File: config.mk
export PLATFORM = sky130hd
export DESIGN_NAME = io_responder_flat
export DESIGN_NICKNAME = d
export VERILOG_FILES = /design/src/rtl/io_responder_if.sv /design/src/rtl/io_responder.sv /design/src/flat_wrapper.sv
export SDC_FILE = /design/constraint.sdc
export NUM_CORES = 1
export LEC_CHECK = 0
export BUFFER_PORTS_ARGS = -buffer_cell sky130_fd_sc_hd__buf_2
export CAP_MARGIN = 20
export CORE_AREA = 2 2 103 115
export DETAILED_ROUTE_END_ITERATION = 10
export DIE_AREA = 0 0 105 117
export GPL_ROUTABILITY_DRIVEN = 0
export PLACE_DENSITY_LB_ADDON = 0.25
export SLEW_MARGIN = 20
export SYNTH_ARGS = -nofsm -noshare
export SYNTH_HDL_FRONTEND = slang
export SYNTH_SLANG_ARGS = --single-unit
File: constraint.sdc
create_clock -name clk -period 3.5 [get_ports clk]
set_input_delay 0.175 -clock clk [delete_from_list [all_inputs] [get_ports clk]]
set_output_delay 0.175 -clock clk [all_outputs]
set_load 0.005 [all_outputs]
File: src/rtl/io_responder_if.sv
// Bus bundle between the PC-stage requester, the IO device and memory.
interface io_responder_if;
  localparam int unsigned MD_W   = 16;
  localparam int unsigned ADDR_W = 13;
  localparam int unsigned DATA_W = 32;

  logic              IOrequest;
  logic              io_dir;
  logic [MD_W-1:0]   move_data;
  logic [DATA_W-1:0] mem_rdata;
  logic              dev_req;
  logic              dev_we;
  logic [ADDR_W-1:0] dev_addr;
  logic [DATA_W-1:0] dev_wdata;
  logic              dev_ack;
  logic [DATA_W-1:0] dev_rdata;
  logic              mem_we;
  logic [DATA_W-1:0] mem_wdata;
  logic              busy;
  logic              done;
  logic              err;
  logic              overrun;

  // Responder side
  modport slave (
    input  IOrequest, io_dir, move_data, mem_rdata, dev_ack, dev_rdata,
    output dev_req, dev_we, dev_addr, dev_wdata, mem_we, mem_wdata,
           busy, done, err, overrun
  );

  // Requester / device side
  modport master (
    output IOrequest, io_dir, move_data, mem_rdata, dev_ack, dev_rdata,
    input  dev_req, dev_we, dev_addr, dev_wdata, mem_we, mem_wdata,
           busy, done, err, overrun
  );
endinterface

File: src/rtl/io_responder.sv
// IO transfer responder: validates an IO address, runs one device handshake
// with timeout, reports completion, and parks one extra request while busy.
module io_responder #(
  parameter int unsigned TIMEOUT = 15
) (
  input logic          clk,
  input logic          rst_n,
  io_responder_if.slave bus
);
  localparam int unsigned CNT_W  = 8;
  localparam int unsigned MD_W   = 16;
  localparam int unsigned ADDR_W = 13;
  localparam int unsigned DATA_W = 32;

  typedef enum logic [1:0] {IDLE, REQ, CPL} state_t;

  state_t             state, state_n;
  logic [CNT_W-1:0]   cnt, cnt_n;
  logic               cur_dir, cur_dir_n;
  logic               slot_full, slot_full_n;
  logic               slot_dir, slot_dir_n;
  logic [MD_W-1:0]    slot_md, slot_md_n;
  logic [DATA_W-1:0]  slot_data, slot_data_n;

  logic               dev_req_q, dev_req_n;
  logic               dev_we_q, dev_we_n;
  logic [ADDR_W-1:0]  dev_addr_q, dev_addr_n;
  logic [DATA_W-1:0]  dev_wdata_q, dev_wdata_n;
  logic               mem_we_q, mem_we_n;
  logic [DATA_W-1:0]  mem_wdata_q, mem_wdata_n;
  logic               busy_q, busy_n;
  logic               done_q, done_n;
  logic               err_q, err_n;
  logic               overrun_q, overrun_n;

  logic               src_go, src_dir, take_input;
  logic [MD_W-1:0]    src_md;
  logic [DATA_W-1:0]  src_data;

  // Next-state and next-output logic
  always_comb begin
    state_n     = state;
    cnt_n       = cnt;
    cur_dir_n   = cur_dir;
    slot_full_n = slot_full;
    slot_dir_n  = slot_dir;
    slot_md_n   = slot_md;
    slot_data_n = slot_data;
    dev_req_n   = dev_req_q;
    dev_we_n    = dev_we_q;
    dev_addr_n  = dev_addr_q;
    dev_wdata_n = dev_wdata_q;
    mem_wdata_n = mem_wdata_q;
    mem_we_n    = 1'b0;
    done_n      = 1'b0;
    err_n       = 1'b0;
    overrun_n   = overrun_q;
    src_go      = 1'b0;
    take_input  = 1'b0;
    src_dir     = bus.io_dir;
    src_md      = bus.move_data;
    src_data    = bus.mem_rdata;

    case (state)
      IDLE: begin
        if (bus.IOrequest) begin
          src_go     = 1'b1;
          take_input = 1'b1;
        end
      end
      REQ: begin
        if (bus.dev_ack) begin
          state_n   = CPL;
          dev_req_n = 1'b0;
          done_n    = 1'b1;
          if (!cur_dir) begin
            mem_we_n    = 1'b1;
            mem_wdata_n = bus.dev_rdata;
          end
        end else if (cnt == CNT_W'(TIMEOUT - 1)) begin
          state_n   = CPL;
          dev_req_n = 1'b0;
          done_n    = 1'b1;
          err_n     = 1'b1;
        end else begin
          cnt_n = cnt + CNT_W'(1);
        end
      end
      CPL: begin
        if (slot_full) begin
          src_go      = 1'b1;
          src_dir     = slot_dir;
          src_md      = slot_md;
          src_data    = slot_data;
          slot_full_n = 1'b0;
        end else if (bus.IOrequest) begin
          // Empty slot: the new request passes straight through it.
          src_go     = 1'b1;
          take_input = 1'b1;
        end else begin
          state_n = IDLE;
        end
      end
      default: state_n = IDLE;
    endcase

    // Start a transfer or reject a bad address
    if (src_go) begin
      if (src_md[15] && (src_md[1:0] == 2'b00)) begin
        state_n     = REQ;
        cnt_n       = '0;
        cur_dir_n   = src_dir;
        dev_req_n   = 1'b1;
        dev_we_n    = src_dir;
        dev_addr_n  = src_md[14:2];
        dev_wdata_n = src_data;
      end else begin
        state_n = CPL;
        done_n  = 1'b1;
        err_n   = 1'b1;
      end
    end

    // Park a request arriving while busy, or drop it
    if (bus.IOrequest && !take_input) begin
      if (!slot_full_n) begin
        slot_full_n = 1'b1;
        slot_dir_n  = bus.io_dir;
        slot_md_n   = bus.move_data;
        slot_data_n = bus.mem_rdata;
      end else begin
        overrun_n = 1'b1;
      end
    end

    busy_n = (state_n != IDLE) || slot_full_n;
  end

  // State and output registers
  always_ff @(posedge clk or negedge rst_n) begin
    if (!rst_n) begin
      state       <= IDLE;
      cnt         <= '0;
      cur_dir     <= 1'b0;
      slot_full   <= 1'b0;
      slot_dir    <= 1'b0;
      slot_md     <= '0;
      slot_data   <= '0;
      dev_req_q   <= 1'b0;
      dev_we_q    <= 1'b0;
      dev_addr_q  <= '0;
      dev_wdata_q <= '0;
      mem_we_q    <= 1'b0;
      mem_wdata_q <= '0;
      busy_q      <= 1'b0;
      done_q      <= 1'b0;
      err_q       <= 1'b0;
      overrun_q   <= 1'b0;
    end else begin
      state       <= state_n;
      cnt         <= cnt_n;
      cur_dir     <= cur_dir_n;
      slot_full   <= slot_full_n;
      slot_dir    <= slot_dir_n;
      slot_md     <= slot_md_n;
      slot_data   <= slot_data_n;
      dev_req_q   <= dev_req_n;
      dev_we_q    <= dev_we_n;
      dev_addr_q  <= dev_addr_n;
      dev_wdata_q <= dev_wdata_n;
      mem_we_q    <= mem_we_n;
      mem_wdata_q <= mem_wdata_n;
      busy_q      <= busy_n;
      done_q      <= done_n;
      err_q       <= err_n;
      overrun_q   <= overrun_n;
    end
  end

  assign bus.dev_req   = dev_req_q;
  assign bus.dev_we    = dev_we_q;
  assign bus.dev_addr  = dev_addr_q;
  assign bus.dev_wdata = dev_wdata_q;
  assign bus.mem_we    = mem_we_q;
  assign bus.mem_wdata = mem_wdata_q;
  assign bus.busy      = busy_q;
  assign bus.done      = done_q;
  assign bus.err       = err_q;
  assign bus.overrun   = overrun_q;
endmodule

File: src/flat_wrapper.sv
// flat-port wrapper written by rule: the top's interface ports become plain ports
module io_responder_flat 
#(
  parameter int unsigned TIMEOUT = 15
)
  (clk, rst_n, bus_IOrequest, bus_io_dir, bus_move_data, bus_mem_rdata, bus_dev_ack, bus_dev_rdata, bus_dev_req, bus_dev_we, bus_dev_addr, bus_dev_wdata, bus_mem_we, bus_mem_wdata, bus_busy, bus_done, bus_err, bus_overrun);
  io_responder_if bus_i ();
  input logic clk;
  input logic rst_n;
  input wire logic [$bits(bus_i.IOrequest)-1:0] bus_IOrequest;
  input wire logic [$bits(bus_i.io_dir)-1:0] bus_io_dir;
  input wire logic [$bits(bus_i.move_data)-1:0] bus_move_data;
  input wire logic [$bits(bus_i.mem_rdata)-1:0] bus_mem_rdata;
  input wire logic [$bits(bus_i.dev_ack)-1:0] bus_dev_ack;
  input wire logic [$bits(bus_i.dev_rdata)-1:0] bus_dev_rdata;
  output wire logic [$bits(bus_i.dev_req)-1:0] bus_dev_req;
  output wire logic [$bits(bus_i.dev_we)-1:0] bus_dev_we;
  output wire logic [$bits(bus_i.dev_addr)-1:0] bus_dev_addr;
  output wire logic [$bits(bus_i.dev_wdata)-1:0] bus_dev_wdata;
  output wire logic [$bits(bus_i.mem_we)-1:0] bus_mem_we;
  output wire logic [$bits(bus_i.mem_wdata)-1:0] bus_mem_wdata;
  output wire logic [$bits(bus_i.busy)-1:0] bus_busy;
  output wire logic [$bits(bus_i.done)-1:0] bus_done;
  output wire logic [$bits(bus_i.err)-1:0] bus_err;
  output wire logic [$bits(bus_i.overrun)-1:0] bus_overrun;
  assign bus_i.IOrequest = bus_IOrequest;
  assign bus_i.io_dir = bus_io_dir;
  assign bus_i.move_data = bus_move_data;
  assign bus_i.mem_rdata = bus_mem_rdata;
  assign bus_i.dev_ack = bus_dev_ack;
  assign bus_i.dev_rdata = bus_dev_rdata;
  assign bus_dev_req = bus_i.dev_req;
  assign bus_dev_we = bus_i.dev_we;
  assign bus_dev_addr = bus_i.dev_addr;
  assign bus_dev_wdata = bus_i.dev_wdata;
  assign bus_mem_we = bus_i.mem_we;
  assign bus_mem_wdata = bus_i.mem_wdata;
  assign bus_busy = bus_i.busy;
  assign bus_done = bus_i.done;
  assign bus_err = bus_i.err;
  assign bus_overrun = bus_i.overrun;
  io_responder #(.TIMEOUT(TIMEOUT)) u_core (.clk(clk), .rst_n(rst_n), .bus(bus_i));
endmodule
### After elaboration in Yosys (flattened, before gate mapping)

Cells that the tools add are included.

* register bits: 144
* word-level logic and storage cells: 75
* output and inout port bits: 84
* bits of input ports: 85

* add/subtract/negate cells: 1
* muxes and demuxes: 42
* equal/unequal tests: 3
* reduce and logical (&&, ||, !) cells: 11
* bitwise logic cells: 2

Operators by type and width (number)
* $mux W32: 2
* $mux W8: 5
* $mux W16: 2
* $mux W1: 24
* $mux W2: 6
* $add A8 B1 Y8 const B: 1
* $eq A8 B4 Y1 const B: 1
* $pmux W2 S3: 1
* $reduce_and A2 Y1: 3
* $logic_not A2 Y1: 2
* $pmux W1 S2: 2
* $reduce_and A3 Y1: 1
* $eq A2 B1 Y1 const B: 1
* $eq A2 B2 Y1 const B: 1
* $logic_and A1 B1 Y1: 2
* $not A1 Y1: 2
* $reduce_bool A2 Y1: 1
* $logic_not A1 Y1: 1
* $logic_or A1 B1 Y1: 1

### Depth between registers and ports, before layout

* word-level depth: 8
* gate-level depth with buffers: 7
* gate-level depth less buffers: 6

### Worst setup path before layout

OpenSTA, ideal clock, no wires.

* path kind: reg-to-reg
* start point: register u_core.state[0]
* end point: register u_core.dev_wdata_q[14] (netlist: u_core.bus.dev_wdata[14])
* setup time: 125 ps
* path slack: 1669 ps
* path buffers: 2
* arrival: 1706 ps
* data required time: 3375 ps
* stages on the path, launching flop included: 7
* clock period less this slack: 1831 ps
* path through: dfrtp_1 buf_4 nand3b_4 mux2i_1 nor3_4 buf_6 mux2_2

* cells in the longest elaborated chain, start to end: 5
* elaborated cells on any way between the ends: 8
* those cells by class: 1 x eq/ne; 3 x mux; 4 x reduce/logical

Ends and longest elaborated chain
* start, declared: line io_responder.sv:17 `state_t state, state_n;`
* start signal, assigned: line io_responder.sv:160 `state <= state_n;`
* $eq A2 B2 Y1: line io_responder.sv:64 `case (state)`
* $mux W16: line io_responder.sv:64
* $logic_not A2 Y1: line io_responder.sv:109 `if (src_md[15] && (src_md[1:0] == 2'b00)) begin`
* $logic_and A1 B1 Y1: line io_responder.sv:109
* $reduce_and A2 Y1 (no source line)
* end signal, assigned: line io_responder.sv:170 `dev_wdata_q <= dev_wdata_n;`
* end, declared: line io_responder.sv:28 `logic [DATA_W-1:0] dev_wdata_q, dev_wdata_n;`

Parallel ways exist; a longest one is shown, timed or not.
A chain may end at the register's enable or synchronous reset.

### Worst setup path after layout

* start point: register u_core.state[1]
* end point: register u_core.dev_wdata_q[16] (netlist: u_core.bus.dev_wdata[16])

Same word-level chain as after synthesis.

==> results.cfg <==
[run_status]
status = complete, no violations

[clocking]
clk_pin_slew_ps = 60
cts_tree = yes
clk_latency_ps = 410
clock_path_buffers = 2
numClockSinks = 144
cts_root_buffer = clkbuf_16
cts_made_buffers = 17
h-tree-depth = 4

[power_and_ir_drop]
powerDensity_nw_per_um2 = 837
ir_drop_v = 0.000451
p_leak_uw = 0.00384

[worst_hold_path]
hold_path_class = in -> reg
hold_end = u_core.slot_data[3]
hold_start = bus_mem_rdata[3]
min_delay_path_depth = 2

[synthesis]
avgSynthCellArea_um2 = 15.4
synth_top_area_cell = dfrtp_1
yosysWarnings = 0
syn-cell-area_um2 = 6120
synth_area_leaders = dfrtp_1, mux2_2, buf_6
synth_cell_type_count = 33
synth_top_area_share = 0.588
synth_flop_cell = dfrtp_1
synthCells = 398
ys_seq_area_frac = 0.588
synth_edf_count = 0
syn_nets = 485
ys_async_sr_fraction = 1.00
ys_ff_latch = 144

[critical_path]
required_ps = 3790
arrival_ps = 2710
reg2reg_to = u_core.bus.dev_wdata[16]
crit_fanout = 41
r2r-start = u_core.state[1]
crit_path_end_kind = register
reg2reg_depth = 5
critPathKind = reg -> reg
crit_path_start_kind = register
ff2ff_setup_slack_ps = 1080

[grt]
grtUsageTotal = 0.220
grt-ovfl-total = 0
antenna_found_initial = 0
grt_max_degree = 92
grt_pass1_vias = 4359
grt_pass1_wl_um = 20900

[cells_and_area]
multi_input_area_um2 = 2360
fillers = 761
layout.area.seq_um2 = 3600
mostFrequentLayoutCell = mux2_2
syn2layout_area_growth_pct = 33.8
n_antenna_cell = 0
final_cell_mix = mux2_2, buf_2, dfrtp_1
nets = 710
drive_above_1_share = 0.605
finalInstanceArea_um2 = 8190

[placement]
io_buffers = 168
hpwl_um = 8100
detailed_place.area_um2 = 7080

[timing]
finalCritPeriodShare = 0.690
hold_viol = 0
whs_ps = 10.6
finClkSkew_ps = 6.42
slew_headroom = 0.458
worst_pin_slew_ps = 814
maxSlewViolCount = 0
setup_viol = 0
setup_tns_ps = 0
layout_min_cycle_time_ps = 2420
rsz0062_at_grt = false
fmax_mhz = 414

[route]
vias_per_cell = 5.11
highest_layer = met4
wirelength_um = 12900
drc = 0
vias = 4018
drt_pass1_iterations = 4
met2_length_um = 6680
first_iter_violations = 107
wire_per_inst_um = 16.4
ant_nets = 0
wl_met3_um = 619
wl_met1_um = 5290

[floorplan]
core_area_um2 = 11200
die_h_um = 117
pin_count = 169
die_area_um2 = 12300
die_w_um = 105
start_util = 0.548
num_rows = 41

[flow_run]
max-cap-violations = 0
## cell type report
| cell class | count | area share |
|---|---|---|
| flip-flops and latches | 144 | 0.440 |
| clock buffers | 20 | 0.0570 |
| inverters | 4 | 0.00183 |
| multi-input cells | 230 | 0.288 |
| well taps | 150 | 0.0229 |
| clock inverters | 12 | 0.0163 |
| repair buffers | 226 | 0.174 |
## registers in the layout, indices dropped and copies added (netlist names), 2 cells and up
name,flops
u_core.bus.mem_wdata,32
u_core.bus.dev_wdata,32
u_core.cnt,8
u_core.slot_md,16
u_core.bus.dev_addr,13
u_core.slot_data,32
u_core.state,2
## synth_stat cells, drive strengths merged, types with 4 or more instances
master and count:
mux2 173, o21ai 4, nand2 8, dfrtp 144, buf 20, inv 4
xor2 4, nand4 4, a21oi 5, nor3 4, nor2 4
## worst max-delay path, cell delays in order (launching register included)
cell and delay, ps:
dfrtp_1 550, nand3b_4 360, mux2i_1 280, nor3_4 180
buf_4 500, mux2_2 400
## cell families after synthesis
family          synth area share
fa+ha+maj                0.00409
buf+inv                   0.0264
flops                      0.588
compound gates            0.0149
mux                        0.320
xor+xnor                 0.00858
simple gates              0.0378
## power by group
group / internal, uW / switching (uW)
Clock: 1110 / 692
Combinational: 1310 / 816
Sequential: 2480 / 458
Total: 4890 / 1970
## worst max-delay path by stage
stage / startpoint / end / slack [ps] / cells past startpoint
after detailed placement: u_core.state[1] / u_core.bus.dev_wdata[14] / 1090 / 5
after CTS: u_core.state[1] / u_core.bus.dev_wdata[16] / 1080 / 5
after global routing: u_core.state[0] / u_core.slot_md[14] / 930 / 5
after floorplan: u_core.state[0] / u_core.bus.dev_wdata[14] / 1670 / 6
final: u_core.state[1] / u_core.bus.dev_wdata[16] / 1080 / 5
after global placement: u_core.state[0] / u_core.slot_data[11] / 1160 / 5
## timing repair
item	in CTS	in global routing
gates resized for setup	0	0
buffers inserted	0	0
hold buffers	50	1
hold endpoints to repair	138	1
## per-layer routing
metal  global-route usage  vias up
li1                     -     1878
met1                0.260     2013
met2                0.378      104
met3               0.0676       23
met4               0.0907        0
met5                    0        -
## stage by stage
stage                     power, uW   util  cells  worst slack [ps]
after floorplan                4210      -    398              1670
after global placement         4920  0.633    703              1160
after detailed placement       5030  0.633    703              1090
after CTS                      6900  0.731    785              1080
after global routing           7280  0.732    786               926
final                          6860  0.732    786              1080
No activity file was read; power rests on OpenSTA's default activity.
